### src/rtl/match_filter_tx.sv
// Burst code modulator: emits the 2-bit-per-chip correlation code as signed I/Q chips, one per tx strobe.
// Optional feature macro MF_TX_REPEAT_EN: cstate 15 sets a repeat count; a burst sends the code rep+1 times.
module match_filter_tx #(
    parameter int unsigned MAX_CHIPS = 192,
    parameter logic [15:0] DEF_AMP   = 16'd8192
) (
    input  logic        clk,
    input  logic        reset,
    input  logic        txstrobe,
    input  logic        start,
    input  logic [31:0] cdata,
    input  logic [3:0]  cstate,
    input  logic        cwrite,
    output logic [15:0] tx_i,
    output logic [15:0] tx_q,
    output logic        tx_valid,
    output logic        busy,
    output logic        done,
    output logic        cfg_err,
    output logic [15:0] debugbus
);
    localparam int unsigned CODE_BITS = 2 * MAX_CHIPS;
    localparam logic [7:0]  MAX_LEN   = 8'(MAX_CHIPS);

    typedef enum logic [1:0] {IDLE = 2'd0, ARM = 2'd1, SEND = 2'd2, DONE = 2'd3} state_t;

    state_t                 state_q;
    logic [7:0]             code_len_q;
    logic [15:0]            amp_q;
    logic [CODE_BITS-1:0]   code_q;
    logic [7:0]             chip_idx_q;
    logic [15:0]            tx_i_q;
    logic [15:0]            tx_q_q;
    logic                   tx_valid_q;
    logic                   busy_q;
    logic                   done_q;
    logic                   cfg_err_q;
`ifdef MF_TX_REPEAT_EN
    logic [7:0]             rep_q;
    logic [7:0]             rep_cnt_q;
`endif

    logic [7:0]  eff_len;
    logic [8:0]  bit_base;
    logic [1:0]  chip_bits;
    logic [15:0] amp_neg;
    logic [15:0] chip_i;
    logic [15:0] chip_q;
    logic [3:0]  word_sel;

    assign eff_len   = (code_len_q > MAX_LEN) ? MAX_LEN : code_len_q;
    assign bit_base  = {chip_idx_q, 1'b0};
    assign chip_bits = code_q[bit_base +: 2];
    // amp bit 15 is always 0, so the two's complement negation cannot overflow
    assign amp_neg   = 16'd0 - amp_q;
    assign chip_i    = chip_bits[1] ? amp_q : amp_neg;
    assign chip_q    = (chip_bits[1] == chip_bits[0]) ? amp_q : amp_neg;
    // cstate 3 maps to the top code word, cstate 13 to the second-lowest
    assign word_sel  = 4'd14 - cstate;

    always_ff @(posedge clk) begin
        if (!reset) begin
            state_q    <= IDLE;
            code_len_q <= MAX_LEN;
            amp_q      <= DEF_AMP;
            code_q     <= '0;
            chip_idx_q <= 8'd0;
            tx_i_q     <= 16'd0;
            tx_q_q     <= 16'd0;
            tx_valid_q <= 1'b0;
            busy_q     <= 1'b0;
            done_q     <= 1'b0;
            cfg_err_q  <= 1'b0;
`ifdef MF_TX_REPEAT_EN
            rep_q      <= 8'd0;
            rep_cnt_q  <= 8'd0;
`endif
        end else begin
            tx_valid_q <= 1'b0;
            done_q     <= 1'b0;
            cfg_err_q  <= 1'b0;

            if (cwrite) begin
                if (state_q == IDLE) begin
                    if (cstate == 4'd1) begin
                        code_len_q <= cdata[7:0];
                    end else if (cstate == 4'd2) begin
                        amp_q <= {1'b0, cdata[14:0]};
                    end else if (cstate >= 4'd3 && cstate <= 4'd13) begin
                        code_q[{word_sel, 5'b0} +: 32] <= cdata;
`ifdef MF_TX_REPEAT_EN
                    end else if (cstate == 4'd15) begin
                        rep_q <= cdata[7:0];
`endif
                    end else begin
                        code_q[31:0] <= cdata;
                    end
                end else begin
                    cfg_err_q <= 1'b1;
                end
            end

            case (state_q)
                IDLE: begin
                    if (start && eff_len != 8'd0) begin
                        state_q    <= ARM;
                        chip_idx_q <= eff_len - 8'd1;
                        busy_q     <= 1'b1;
`ifdef MF_TX_REPEAT_EN
                        rep_cnt_q  <= rep_q;
`endif
                    end
                end
                ARM, SEND: begin
                    // the strobe that moves ARM to SEND already carries the first chip
                    if (txstrobe) begin
                        tx_i_q     <= chip_i;
                        tx_q_q     <= chip_q;
                        tx_valid_q <= 1'b1;
                        state_q    <= SEND;
                        if (chip_idx_q == 8'd0) begin
`ifdef MF_TX_REPEAT_EN
                            if (rep_cnt_q != 8'd0) begin
                                rep_cnt_q  <= rep_cnt_q - 8'd1;
                                chip_idx_q <= eff_len - 8'd1;
                            end else begin
                                state_q <= DONE;
                            end
`else
                            state_q <= DONE;
`endif
                        end else begin
                            chip_idx_q <= chip_idx_q - 8'd1;
                        end
                    end
                end
                DONE: begin
                    done_q  <= 1'b1;
                    busy_q  <= 1'b0;
                    tx_i_q  <= 16'd0;
                    tx_q_q  <= 16'd0;
                    state_q <= IDLE;
                end
                default: state_q <= IDLE;
            endcase
        end
    end

    assign tx_i     = tx_i_q;
    assign tx_q     = tx_q_q;
    assign tx_valid = tx_valid_q;
    assign busy     = busy_q;
    assign done     = done_q;
    assign cfg_err  = cfg_err_q;

`ifdef MF_TX_REPEAT_EN
    assign debugbus = {state_q, busy_q, done_q, tx_valid_q, cfg_err_q, txstrobe, start, rep_cnt_q};
`else
    assign debugbus = {state_q, busy_q, done_q, tx_valid_q, cfg_err_q, txstrobe, start, chip_idx_q};
`endif

endmodule

### config.mk
export PLATFORM = sky130hd
export DESIGN_NAME = match_filter_tx
export DESIGN_NICKNAME = d
export VERILOG_FILES = /design/src/rtl/match_filter_tx.sv
export SDC_FILE = /design/constraint.sdc
export NUM_CORES = 1
export LEC_CHECK = 0
export CORE_ASPECT_RATIO = 0.7
export CORE_MARGIN = 2
export CORE_UTILIZATION = 45
export DETAILED_ROUTE_END_ITERATION = 10
export GPL_ROUTABILITY_DRIVEN = 0
export MAX_ROUTING_LAYER = met4
export PLACE_DENSITY = 0.64
export SLEW_MARGIN = 20
export SYNTH_ARGS = -nofsm -noshare
export SYNTH_HDL_FRONTEND = slang
export SYNTH_SLANG_ARGS = --single-unit
### constraint.sdc
create_clock -name clk -period 4.18 [get_ports clk]
set_input_delay 0.836 -clock clk [delete_from_list [all_inputs] [get_ports clk]]
set_output_delay 0.836 -clock clk [all_outputs]
set_load 0.05 [all_outputs]
==> summary.md, run 1 <==
| Metric | Value |
|---|---|
| Synthesized netlist cell count | `2427` |
| Number of buffers added by the clock tree synthesis step | `44` |
| Final routed DRC violation total | `0` |
| Placed wire-length estimate after detailed placement | `45400 um` |
| Effective utilization at floorplan | `45.6%` |
| Clock tree from TritonCTS | `yes` |
| Number of buffers added to fix hold violations after cts | `0` |
| Row Count | `67` |
| Primary flip-flop cell chosen by synthesis mapping | `sky130_fd_sc_hd__dfxtp_1` |
| Detail Route Antenna Nets | `0` |
| Worst-case clock skew | `0.0168 ns` |
| Via count of the first global-routing pass | `17600` |
| Die Width | `268 um` |
| Worst setup SP type | `register` |
| Slowest-stage cell, CP | `sky130_fd_sc_hd__dfxtp_4` |
| TritonRoute pass-1 iters | `5` |
| Share of final-layout standard cells stronger than drive strength 1 | `11.4%` |
| Number of endpoints with negative hold slack in the final report | `0` |
| Final core utilization | `52.0%` |
| Largest fanout of any net on the critical path | `17` |
| Y dimension of the die | `188 um` |
| Non-filler cells in the finished layout | `3104` |
| Kind of critical path | `register to register` |
| YS warnings | `0` |
| CP top delay family | `compound AO/OA/AOI/OAI gates` |
| Kind of end point of the critical path | `register` |
| Clock Path Buffers | `3` |
| Cell taking the most area after synthesis | `sky130_fd_sc_hd__dfxtp_1` |
| Max-Cap Viols | `0` |
| Gr usage total | `28.9%` |
| Clock Tree Root | `sky130_fd_sc_hd__clkbuf_16` |
| Mean instance size in the synthesized netlist | `9.01 um2` |
| RSZ-0062 raised after global routing | `false` |
| Largest net degree at the start of global routing | `303` |
| Least-Margin Pin Slew | `1.27 ns` |
| Yosys cell types | `71` |
| Worst vdd ir | `0.285 mV` |
| Number of input and output port buffers inserted | `92` |
| Fin Hold WS | `0.458 ns` |
| Syn_nets | `2478` |
| Setup slack after layout | `0.291 ns` |
| Register bit total from synthesis | `452` |
| Top cell type's share of synthesized area | `41.4%` |
| Arr. time, crit path | `4.32 ns` |
| Sequential-to-total area share from yosys stat | `41.4%` |
| Area of the mapped netlist | `21900 um2` |
| Shortest clock period the worst path allows after layout | `3.89 ns` |
| Standard cell area after detailed placement | `23500 um2` |
| Die Footprint | `50400 um2` |
| Top-Level Pins | `93` |
| Post-route clock period utilization | `93.0%` |
| Finish-stage setup viols | `0` |
| Required time of the worst setup path | `4.61 ns` |
| Chain of cells forming the critical path | `buf_4, mux4_2, o22ai_1, o22ai_1, o32ai_1, buf_4, a32oi_2, or4_1, buf_4, nand2_4, mux2i_1, o21ai_1` |
| Leakage | `8.25 nW` |
| Critical Path Max Stage Delay | `0.65 ns` |
| Total chip power | `12.2 mW` |
| Worst hold path class | `register to register` |
| Final-report max-slew violation count | `0` |
| Antenna violations before repair | `1` |
| Maximum level of the CTS H-tree | `2` |
| FFs w/ async S/R, synth | `0%` |
| Most common cell type on the critical path | `sky130_fd_sc_hd__buf_4` |
| Post-CTS clock slew at the launch and capture registers of the worst setup and hold paths | `0.07 ns` |
| Cell count after placement | `3024` |
| Average wire per standard cell | `23.2 um` |
| CP bufs+invs | `3` |
| First-pass GRT wire length | `108000 um` |
| Routed wire length | `71900 um` |
| Most common cell after layout, fill and taps aside | `sky130_fd_sc_hd__dfxtp_1` |
| Total number of vias | `18700` |
| Top cells by area, synth | `sky130_fd_sc_hd__dfxtp_1, sky130_fd_sc_hd__a21boi_0, sky130_fd_sc_hd__nand3_1` |
| Outcome | `finished, final reports clean` |
| Pwr per Cell Area | `490 nW/um2` |
| Most frequent cells in the layout | `sky130_fd_sc_hd__dfxtp_1, sky130_fd_sc_hd__nand2_1, sky130_fd_sc_hd__nand3_1, sky130_fd_sc_hd__a21boi_0, sky130_fd_sc_hd__buf_4` |
| Clock sinks | `452` |
| DRC marker count from the first detailed-route iteration | `2243` |
| Summed area of non-filler cells in the final layout | `24900 um2` |
| # resized after CTS | `0` |
| Buffers inserted during post-CTS setup optimization | `0` |
| Overall overflow remaining after global route | `0` |
| Number of nets at the end of the flow | `2466` |
| Number of flops mapped to enable cells by yosys | `0` |
| Synth-to-layout area growth | `14.0%` |
| FMAX | `257 MHz` |
| Clock network latency to the later pin of the worst-skew pair | `0.57 ns` |
| Setup total negative slack | `0 ns` |
| Relative slew slack | `15.3%` |
| Setup WS pre-CTS | `0.123 ns` |
| Core area | `48000 um2` |
| Number of vias per cell after detailed routing | `6.04` |
[worst min-delay path: stages (launching register included)]
cell	delay, ns
sky130_fd_sc_hd__dfxtp_1	0.33
sky130_fd_sc_hd__nand2_1	0.04
sky130_fd_sc_hd__o21ai_0	0.05
[routing by layer]
layer  wire [um]  share of wire (%)  track usage (%)
met2       30700                 43             41.5
met1       32400                 45             41.0
met3        7040                9.8             6.17
met5           0                  0                -
met4        1780                2.5             7.82
[worst paths after layout]
| check | start | endpoint | slack (ns) | cells after the start |
|---|---|---|---|---|
| worst max-delay path | chip_idx_q[0] | tx_q[1] | 0.29 | 12 |
| worst min-delay path | tx_i[7] | tx_i[7] | 0.46 | 2 |
| worst max register to register | chip_idx_q[0] | tx_q[1] | 0.29 | 12 |
| worst min register to register | tx_i[7] | tx_i[7] | 0.46 | 2 |
[registers in the layout (all words and copies together), names as in the netlist]
name	count
tx_i	16
amp_q	15
chip_idx_q	8
code_len_q	8
tx_q	15
code_q	384
busy	1
done	1
state_q	2
tx_valid	1
cfg_err	1
[logic make-up (layout without fill, tap and decap cells)]
family | after synthesis | in the layout | share of synthesized area, %
multiplexers | 177 | 177 | 13.4
XOR/XNOR | 29 | 29 | 1.16
adder cells (fa/ha/maj) | 10 | 10 | 0.572
AND/OR/NAND/NOR | 1008 | 1008 | 21.5
flip-flops | 452 | 452 | 41.4
other | 0 | 1 | 0
AO/OA/AOI/OAI | 478 | 478 | 16.1
buffers and inverters | 273 | 294 | 5.87
[report_power, final]
part           leakage, nW  internal [mW]  total, mW  switching [mW]
combinational         3.90           1.30       3.42            2.12
sequential            3.65           4.43       4.71           0.285
clock                0.711           2.30       4.08            1.79
[final cells by class]
class	count	area, um2
clock buffer	61	1260
timing repair buffer	202	1980
inverter	13	48.8
clock inverter	18	185
fill	4357	23000
multi-input combinational	1702	11600
sequential	452	9060
tap	655	820
antenna	1	2.50
[synthesized netlist by cell type (4+ instances only)]
cell / instances
sky130_fd_sc_hd__a31oi_1: 11
sky130_fd_sc_hd__nand4_1: 9
sky130_fd_sc_hd__nor3b_1: 6
sky130_fd_sc_hd__nand3_1: 382
sky130_fd_sc_hd__clkbuf_1: 208
sky130_fd_sc_hd__mux4_2: 69
sky130_fd_sc_hd__a22oi_1: 8
sky130_fd_sc_hd__and2_1: 16
sky130_fd_sc_hd__nor2_1: 36
sky130_fd_sc_hd__a21boi_0: 356
sky130_fd_sc_hd__buf_6: 16
sky130_fd_sc_hd__or4_1: 7
sky130_fd_sc_hd__o21ai_0: 33
sky130_fd_sc_hd__mux2_2: 5
sky130_fd_sc_hd__a32oi_1: 7
sky130_fd_sc_hd__buf_4: 12
sky130_fd_sc_hd__ha_1: 10
sky130_fd_sc_hd__or3_1: 4
sky130_fd_sc_hd__buf_1: 7
sky130_fd_sc_hd__nand3b_1: 4
sky130_fd_sc_hd__nor4_1: 4
sky130_fd_sc_hd__a21oi_1: 14
sky130_fd_sc_hd__dfxtp_1: 452
sky130_fd_sc_hd__nor3_1: 16
sky130_fd_sc_hd__o22ai_1: 9
sky130_fd_sc_hd__nand2b_1: 4
sky130_fd_sc_hd__xnor2_1: 17
sky130_fd_sc_hd__mux4_1: 18
sky130_fd_sc_hd__mux2i_1: 85
sky130_fd_sc_hd__and3_1: 7
sky130_fd_sc_hd__inv_1: 12
sky130_fd_sc_hd__xor2_1: 12
sky130_fd_sc_hd__nand2_1: 423
sky130_fd_sc_hd__nor2b_1: 79
sky130_fd_sc_hd__buf_2: 10
Note: power is estimated with default switching activity, not from simulation.
==> run 2, diff against run 1 <==
CORE_UTILIZATION = 60   (was 45)
PLACE_DENSITY = 0.81   (was 0.64)
==> run 2 against run 1 <==
  * Combinational power down 1%
  * Largest power group unchanged
  * Clock-buffer cell count up 3
  * Hold slack worse by 0.0023 ns
  * Largest cell class unchanged
  * Design area fell by 2.3%
  * Sequential cell count did not move
  * Setup slack worse by 0.039 ns
  * Non-clock buffer count is 38 lower
  * Via count is 1.5% higher
  * Maximum frequency shrank 1.0%
==> summary.md, run 2 (synthesis gave the netlist of run 1 again) <==
| Metric | Value |
|---|---|
| Outcome | `finished, final reports clean` |
| Worst reg2reg path startpoint | `chip_idx_q[0]` |
| Detail Route Antenna Nets | `0 (unchanged)` |
| Ant diodes | `0 (-1)` |
| Via count of the first global-routing pass | `17900 (+1.9%)` |
| Total number of vias | `19000 (+1.5%)` |
| # resized after CTS | `0 (unchanged)` |
| Largest net degree at the start of global routing | `327 (+7.9%)` |
| Setup total negative slack | `0 ns (unchanged)` |
| RSZ-0062 raised after global routing | `false` |
| Number of buffers added to fix hold violations after cts | `0 (unchanged)` |
| Number of nets at the end of the flow | `2426 (-1.6%)` |
| Destination of the critical timing path | `tx_q[1]` |
| Post-route clock period utilization | `94.0% (+0.94 points)` |
| Largest fanout of any net on the critical path | `27 (+10)` |
| Post-CTS clock slew at the launch and capture registers of the worst setup and hold paths | `0.07 ns (about the same)` |
| Worst setup SP type | `register` |
| Critical Path Source | `chip_idx_q[0]` |
| Worst-case clock skew | `0.0199 ns (+0.00307 ns)` |
| Kind of critical path | `register to register` |
| Placed wire-length estimate after detailed placement | `41400 um (-8.8%)` |
| Most common cell after layout, fill and taps aside | `sky130_fd_sc_hd__dfxtp_1` |
| FMAX | `255 MHz (-1.0%)` |
| Max-Cap Viols | `0 (unchanged)` |
| Number of buffers added by the clock tree synthesis step | `42 (-4.5%)` |
| Shortest clock period the worst path allows after layout | `3.93 ns (+0.0395 ns)` |
| Top-Level Pins | `93 (unchanged)` |
| Required time of the worst setup path | `4.59 ns (-0.02 ns)` |
| Clock Tree Root | `sky130_fd_sc_hd__clkbuf_16` |
| Effective utilization at floorplan | `60.9% (+15 points)` |
| Total area of multi-input combinational cells | `11600 um2 (unchanged)` |
| Register with the most flip-flops | `code_q` |
| Number of vias per cell after detailed routing | `6.59 (+9.2%)` |
| Internal reg-to-reg setup slack | `0.25 ns (-0.04 ns)` |
| Gr usage total | `36.0% (+7.1 points)` |
| Die Footprint | `38000 um2 (-25%)` |
| Antenna violations before repair | `0 (-1)` |
| Worst vdd ir | `0.313 mV (+10%)` |
| Number of filler cells placed in the layout | `2732 (-37%)` |
| Number of endpoints with negative hold slack in the final report | `0 (unchanged)` |
| Relative slew slack | `13.6% (-1.7 points)` |
| Finish-stage setup viols | `0 (unchanged)` |
| Core area | `35900 um2 (-25%)` |
| End of the worst register-to-register path | `tx_q[1]` |
| Average wire per standard cell | `23.2 um (+0.26%)` |
| Kind of end point of the critical path | `register` |
| Max FFs per register | `384 (unchanged)` |
| Clock network latency to the later pin of the worst-skew pair | `0.56 ns (about the same)` |
| Fin Hold WS | `0.456 ns (-0.00232 ns)` |
| Clock Path Buffers | `3 (unchanged)` |
| Register area | `9060 um2 (unchanged)` |
| Overall overflow remaining after global route | `0 (unchanged)` |
| TritonRoute pass-1 iters | `5 (unchanged)` |
| Pwr per Cell Area | `495 nW/um2 (+1.0%)` |
| Final routed DRC violation total | `0 (unchanged)` |
| Synth-to-layout area growth | `11.4%` |
| Arr. time, crit path | `4.34 ns (+0.02 ns)` |
| Final-report max-slew violation count | `0 (unchanged)` |
| Y dimension of the die | `164 um (-13%)` |
| Routed wire length | `67000 um (-6.7%)` |
| Maximum level of the CTS H-tree | `2 (unchanged)` |
| DRC marker count from the first detailed-route iteration | `2669 (+19%)` |
| First-pass GRT wire length | `103000 um (-5.0%)` |
| Least-Margin Pin Slew | `1.29 ns (+0.0257 ns)` |
| Most frequent cells in the layout | `sky130_fd_sc_hd__dfxtp_1, sky130_fd_sc_hd__nand2_1, sky130_fd_sc_hd__nand3_1, sky130_fd_sc_hd__a21boi_0, sky130_fd_sc_hd__clkdlybuf4s50_1` |
| Row Count | `58 (-13%)` |
| Die Width | `232 um (-13%)` |
| Buffers inserted during post-CTS setup optimization | `0 (unchanged)` |
| Share of final-layout standard cells stronger than drive strength 1 | `9.68% (-1.7 points)` |
| Leakage | `8.04 nW (-2.6%)` |
| Cell count of the worst reg-to-reg path | `11 (-1)` |
| Clock tree from TritonCTS | `yes` |
| Number of input and output port buffers inserted | `92 (unchanged)` |
| Clock sinks | `452 (unchanged)` |
| Worst hold path class | `register to register` |
run 2: how the worst min path moves through the flow:
| stage | startpoint | end | slack, ns | depth (start not counted) |
|---|---|---|---|---|
| final | tx_i[5] | tx_i[5] | 0.46 | 2 |
| after global placement | tx_q[11] | tx_q[11] | 0.44 | 2 |
| after CTS | tx_i[5] | tx_i[5] | 0.46 | 2 |
| after global routing | code_q[55] | code_q[55] | 0.48 | 2 |
| after floorplan | code_q[146] | code_q[146] | 0.44 | 2 |
| after detailed placement | tx_i[5] | tx_i[5] | 0.44 | 2 |
run 2: per-stage QoR:
step                      area, um2  std cells  power, mW  worst slack, ns  util (%)
final                         24400       2887       12.1            0.251      67.8
after detailed placement      22900       2810       8.05            0.166      63.8
after floorplan               21900       2427       7.10            0.660         -
after global placement        22900       2810       7.99            0.284      63.8
after CTS                     24300       2886       12.0            0.347      67.7
after global routing          24400       2887       12.4            0.157      67.8
run 2: where the power goes:
group          total, mW  switching [mW]  internal (mW)
combinational       3.38            2.12           1.25
sequential          4.71           0.282           4.43
clock               3.97            1.70           2.27
total               12.1            4.11           7.95
run 2: worst max-delay path, cell delays in order, from the launching register on:
cell and delay [ns]:
sky130_fd_sc_hd__dfxtp_4 0.77, sky130_fd_sc_hd__buf_12 0.27, sky130_fd_sc_hd__mux4_1 0.62, sky130_fd_sc_hd__o22ai_1 0.39
sky130_fd_sc_hd__o32ai_1 0.13, sky130_fd_sc_hd__o21ai_0 0.16, sky130_fd_sc_hd__a32oi_2 0.18, sky130_fd_sc_hd__or4_1 0.56
sky130_fd_sc_hd__buf_4 0.21, sky130_fd_sc_hd__nand2_4 0.16, sky130_fd_sc_hd__mux2i_1 0.21, sky130_fd_sc_hd__o21ai_1 0.07
run 2: cell type report:
cell class / instances / area share, %
multi-input combinational: 1702 / 47.5
sequential: 452 / 37.2
timing repair buffer: 164 / 6.87
clock buffer: 64 / 5.19
tap: 480 / 2.47
clock inverter: 12 / 0.570
inverter: 13 / 0.200
run 2: metal layers:
metal | up-vias | global-route usage, % | part of all wire (%)
met3 | 234 | 7.93 | 13
met5 | - | - | 0
met2 | 1156 | 51.7 | 43
li1 | 8406 | - | -
met4 | 0 | 13.6 | 4.1
met1 | 9228 | 49.6 | 40
==> run 3, diff against run 2 <==
CAP_MARGIN = 20   (was unset)
RECOVER_POWER = 50   (was unset)
==> run 3 against run 2 <==
  * The flow now finishes with violations (capacitance limit, slew limit)
  * Via count down 0.26%
  * Setup slack worse by 0.020 ns
  * Critical path depth up 1
  * Global-route usage unchanged
  * Maximum frequency down 0.51%
  * Sequential share of layout area up 0.11 points
  * Highest routed layer unchanged
==> summary.md, run 3 (synthesis gave the netlist of run 1 again) <==
| Metric | Value |
|---|---|
| DRC marker count from the first detailed-route iteration | `2579 (-3.4%)` |
| Standard cell area after detailed placement | `22900 um2 (unchanged)` |
| Final routed DRC violation total | `0 (unchanged)` |
| Setup slack after layout | `0.231 ns (-0.0201 ns)` |
| # resized after CTS | `0 (unchanged)` |
| Register with the most flip-flops | `code_q` |
| Clock network latency to the later pin of the worst-skew pair | `0.56 ns (about the same)` |
| Max-Cap Viols | `1 (+1)` |
| Number of nets at the end of the flow | `2426 (unchanged)` |
| Worst vdd ir | `0.310 mV (-1.0%)` |
| Post-route clock period utilization | `94.5% (+0.48 points)` |
| TritonRoute pass-1 iters | `7 (+2)` |
| Shortest clock period the worst path allows after layout | `3.95 ns (+0.0201 ns)` |
| Kind of end point of the critical path | `register` |
| Clock Tree Root | `sky130_fd_sc_hd__clkbuf_16` |
| Clock tree from TritonCTS | `yes` |
| Max FFs per register | `384 (unchanged)` |
| Net switching power | `4.11 mW (about the same)` |
| Least-Margin Pin Slew | `2.01 ns (+0.714 ns)` |
| Number of input and output port buffers inserted | `92 (unchanged)` |
| Die Width | `232 um (unchanged)` |
| Row Count | `58 (unchanged)` |
| Leakage | `8.16 nW (+1.6%)` |
| Top-Level Pins | `93 (unchanged)` |
| Total chip power | `12.0 mW (-0.26%)` |
| HP Start | `tx_i[5]` |
| Detail Route Antenna Nets | `0 (unchanged)` |
| Number of buffers added to fix hold violations after cts | `0 (unchanged)` |
| Final-report max-slew violation count | `113 (+113)` |
| Clock power frac | `33.0% (about the same)` |
| Internal reg-to-reg setup slack | `0.23 ns (-0.02 ns)` |
| Cells on Worst Hold Path | `2 (unchanged)` |
| Core area | `35900 um2 (unchanged)` |
| Number of buffers added by the clock tree synthesis step | `42 (unchanged)` |
| Switch share | `34.2% (+0.11 points)` |
| Outcome | `complete, but fails checks` |
| Number of filler cells placed in the layout | `2746 (+0.51%)` |
| Gr usage total | `36.0% (unchanged)` |
| Buffers inserted during post-CTS setup optimization | `0 (unchanged)` |
| Total number of vias | `19000 (-0.26%)` |
| Worst reg2reg path startpoint | `chip_idx_q[0]` |
| Violated checks | `capacitance limit, slew limit` |
| Total area of multi-input combinational cells | `11600 um2 (-0.14%)` |
| Via count of the first global-routing pass | `17900 (unchanged)` |
| Setup total negative slack | `0 ns (unchanged)` |
| Number of endpoints with negative hold slack in the final report | `0 (unchanged)` |
| Largest fanout of any net on the critical path | `27 (unchanged)` |
| Cell count of the worst reg-to-reg path | `12 (+1)` |
| Required time of the worst setup path | `4.58 ns (about the same)` |
| Worst-case clock skew | `0.0198 ns (-0.000106 ns)` |
| First-pass GRT wire length | `103000 um (unchanged)` |
| Routed wire length | `67100 um (+0.12%)` |
| Logic pwr share | `27.8% (-0.2 points)` |
| FMAX | `253 MHz (-0.51%)` |
| Effective utilization at floorplan | `60.9% (unchanged)` |
| Antenna violations before repair | `0 (unchanged)` |
| Synth-to-layout area growth | `11.1%` |
| Worst setup SP type | `register` |
| Most common cell type on the critical path | `sky130_fd_sc_hd__o21ai_0` |
| Number of vias per cell after detailed routing | `6.57 (-0.26%)` |
| Non-filler cells in the finished layout | `2887 (unchanged)` |
| Share of final-layout standard cells stronger than drive strength 1 | `9.47% (-0.21 points)` |
| Register area | `9060 um2 (unchanged)` |
| Cell count after placement | `2810 (unchanged)` |
| Worst hold path class | `register to register` |
| Most frequent cells in the layout | `sky130_fd_sc_hd__dfxtp_1, sky130_fd_sc_hd__nand2_1, sky130_fd_sc_hd__nand3_1, sky130_fd_sc_hd__a21boi_0, sky130_fd_sc_hd__mux2i_1` |
| End of the worst register-to-register path | `tx_q[9]` |
| Summed area of non-filler cells in the final layout | `24300 um2 (-0.28%)` |
| Ant diodes | `0 (unchanged)` |
| Largest net degree at the start of global routing | `327 (unchanged)` |
| Finish-stage setup viols | `0 (unchanged)` |
| Worst Hold End | `tx_i[5]` |
| Kind of critical path | `register to register` |
| Arr. time, crit path | `4.35 ns (about the same)` |
| Register share of total power | `39.1% (about the same)` |
| Critical Path Max Stage Delay | `0.76 ns (about the same)` |
| RSZ-0062 raised after global routing | `false` |
| Setup WS pre-CTS | `0.166 ns (unchanged)` |
| Clock Path Buffers | `3 (unchanged)` |
| Chain of cells forming the critical path | `buf_12, mux4_1, o22ai_1, o32ai_1, o21ai_0, a32oi_2, clkbuf_2, o31ai_4, buf_4, nand3_1, xor2_1, o21ai_0` |
| Die Footprint | `38000 um2 (unchanged)` |
| Y dimension of the die | `164 um (unchanged)` |
| Pwr per Cell Area | `495 nW/um2 (about the same)` |
| Maximum level of the CTS H-tree | `2 (unchanged)` |
| Most common cell after layout, fill and taps aside | `sky130_fd_sc_hd__dfxtp_1` |
| Int Pwr | `7.92 mW (-0.43%)` |
| Overall overflow remaining after global route | `0 (unchanged)` |
| Placed wire-length estimate after detailed placement | `41400 um (unchanged)` |
| Post-CTS clock slew at the launch and capture registers of the worst setup and hold paths | `0.07 ns (about the same)` |
| Slowest-stage cell, CP | `sky130_fd_sc_hd__dfxtp_4` |
| Relative slew slack | `-33.7% (-47 points)` |
| Clock sinks | `452 (unchanged)` |
| Average wire per standard cell | `23.2 um (+0.12%)` |
## run 3: worst max-delay path, delay by kind of cell, from the launching register on
kind	cells	cell delay, ns
AO/OA/AOI/OAI	6	1.20
flip-flops	1	0.76
multiplexers	1	0.62
XOR/XNOR	1	0.17
buffers and inverters	3	0.89
AND/OR/NAND/NOR	1	0.11
## run 3: final cells by class
class	instances	share of cell area, %
clock buffer	64	5.21
clock inverter	12	0.572
inverter	13	0.201
multi-input combinational	1702	47.6
sequential	452	37.3
tap	480	2.47
timing repair buffer	164	6.67
## run 3: metal layers
layer	part of all wire [%]	vias to the layer above	track usage [%]
met4	4.2	0	13.6
met5	0	-	-
met1	40	9259	49.6
met2	43	1064	51.7
met3	13	236	7.93
li1	-	8416	-
## run 3: worst max-delay path by stage
stage	to	startpoint
2_1_floorplan	tx_q[1]	chip_idx_q[0]
3_3_place_gp	code_q[260]	cstate[0]
3_5_place_dp	code_q[285]	cstate[0]
4_1_cts	tx_q[1]	chip_idx_q[0]
5_1_grt	tx_q[9]	chip_idx_q[0]
6_report	tx_q[9]	chip_idx_q[0]
## run 3: power groups by stage
stage / registers, mW / clock network [mW] / logic, mW
2_1_floorplan: 4.81 / 0 / 2.29
3_3_place_gp: 4.78 / 0 / 3.21
3_5_place_dp: 4.79 / 0 / 3.26
4_1_cts: 4.70 / 3.98 / 3.28
5_1_grt: 4.71 / 4.15 / 3.48
6_report: 4.70 / 3.97 / 3.35
## run 3: stage by stage
| step | hold slack (ns) | utilization (%) |
|---|---|---|
| final | 0.451 | 67.6 |
| after global routing | 0.474 | 67.6 |
| after CTS | 0.457 | 67.7 |
| after detailed placement | 0.441 | 63.8 |
| after global placement | 0.439 | 63.8 |
| after floorplan | 0.439 | - |
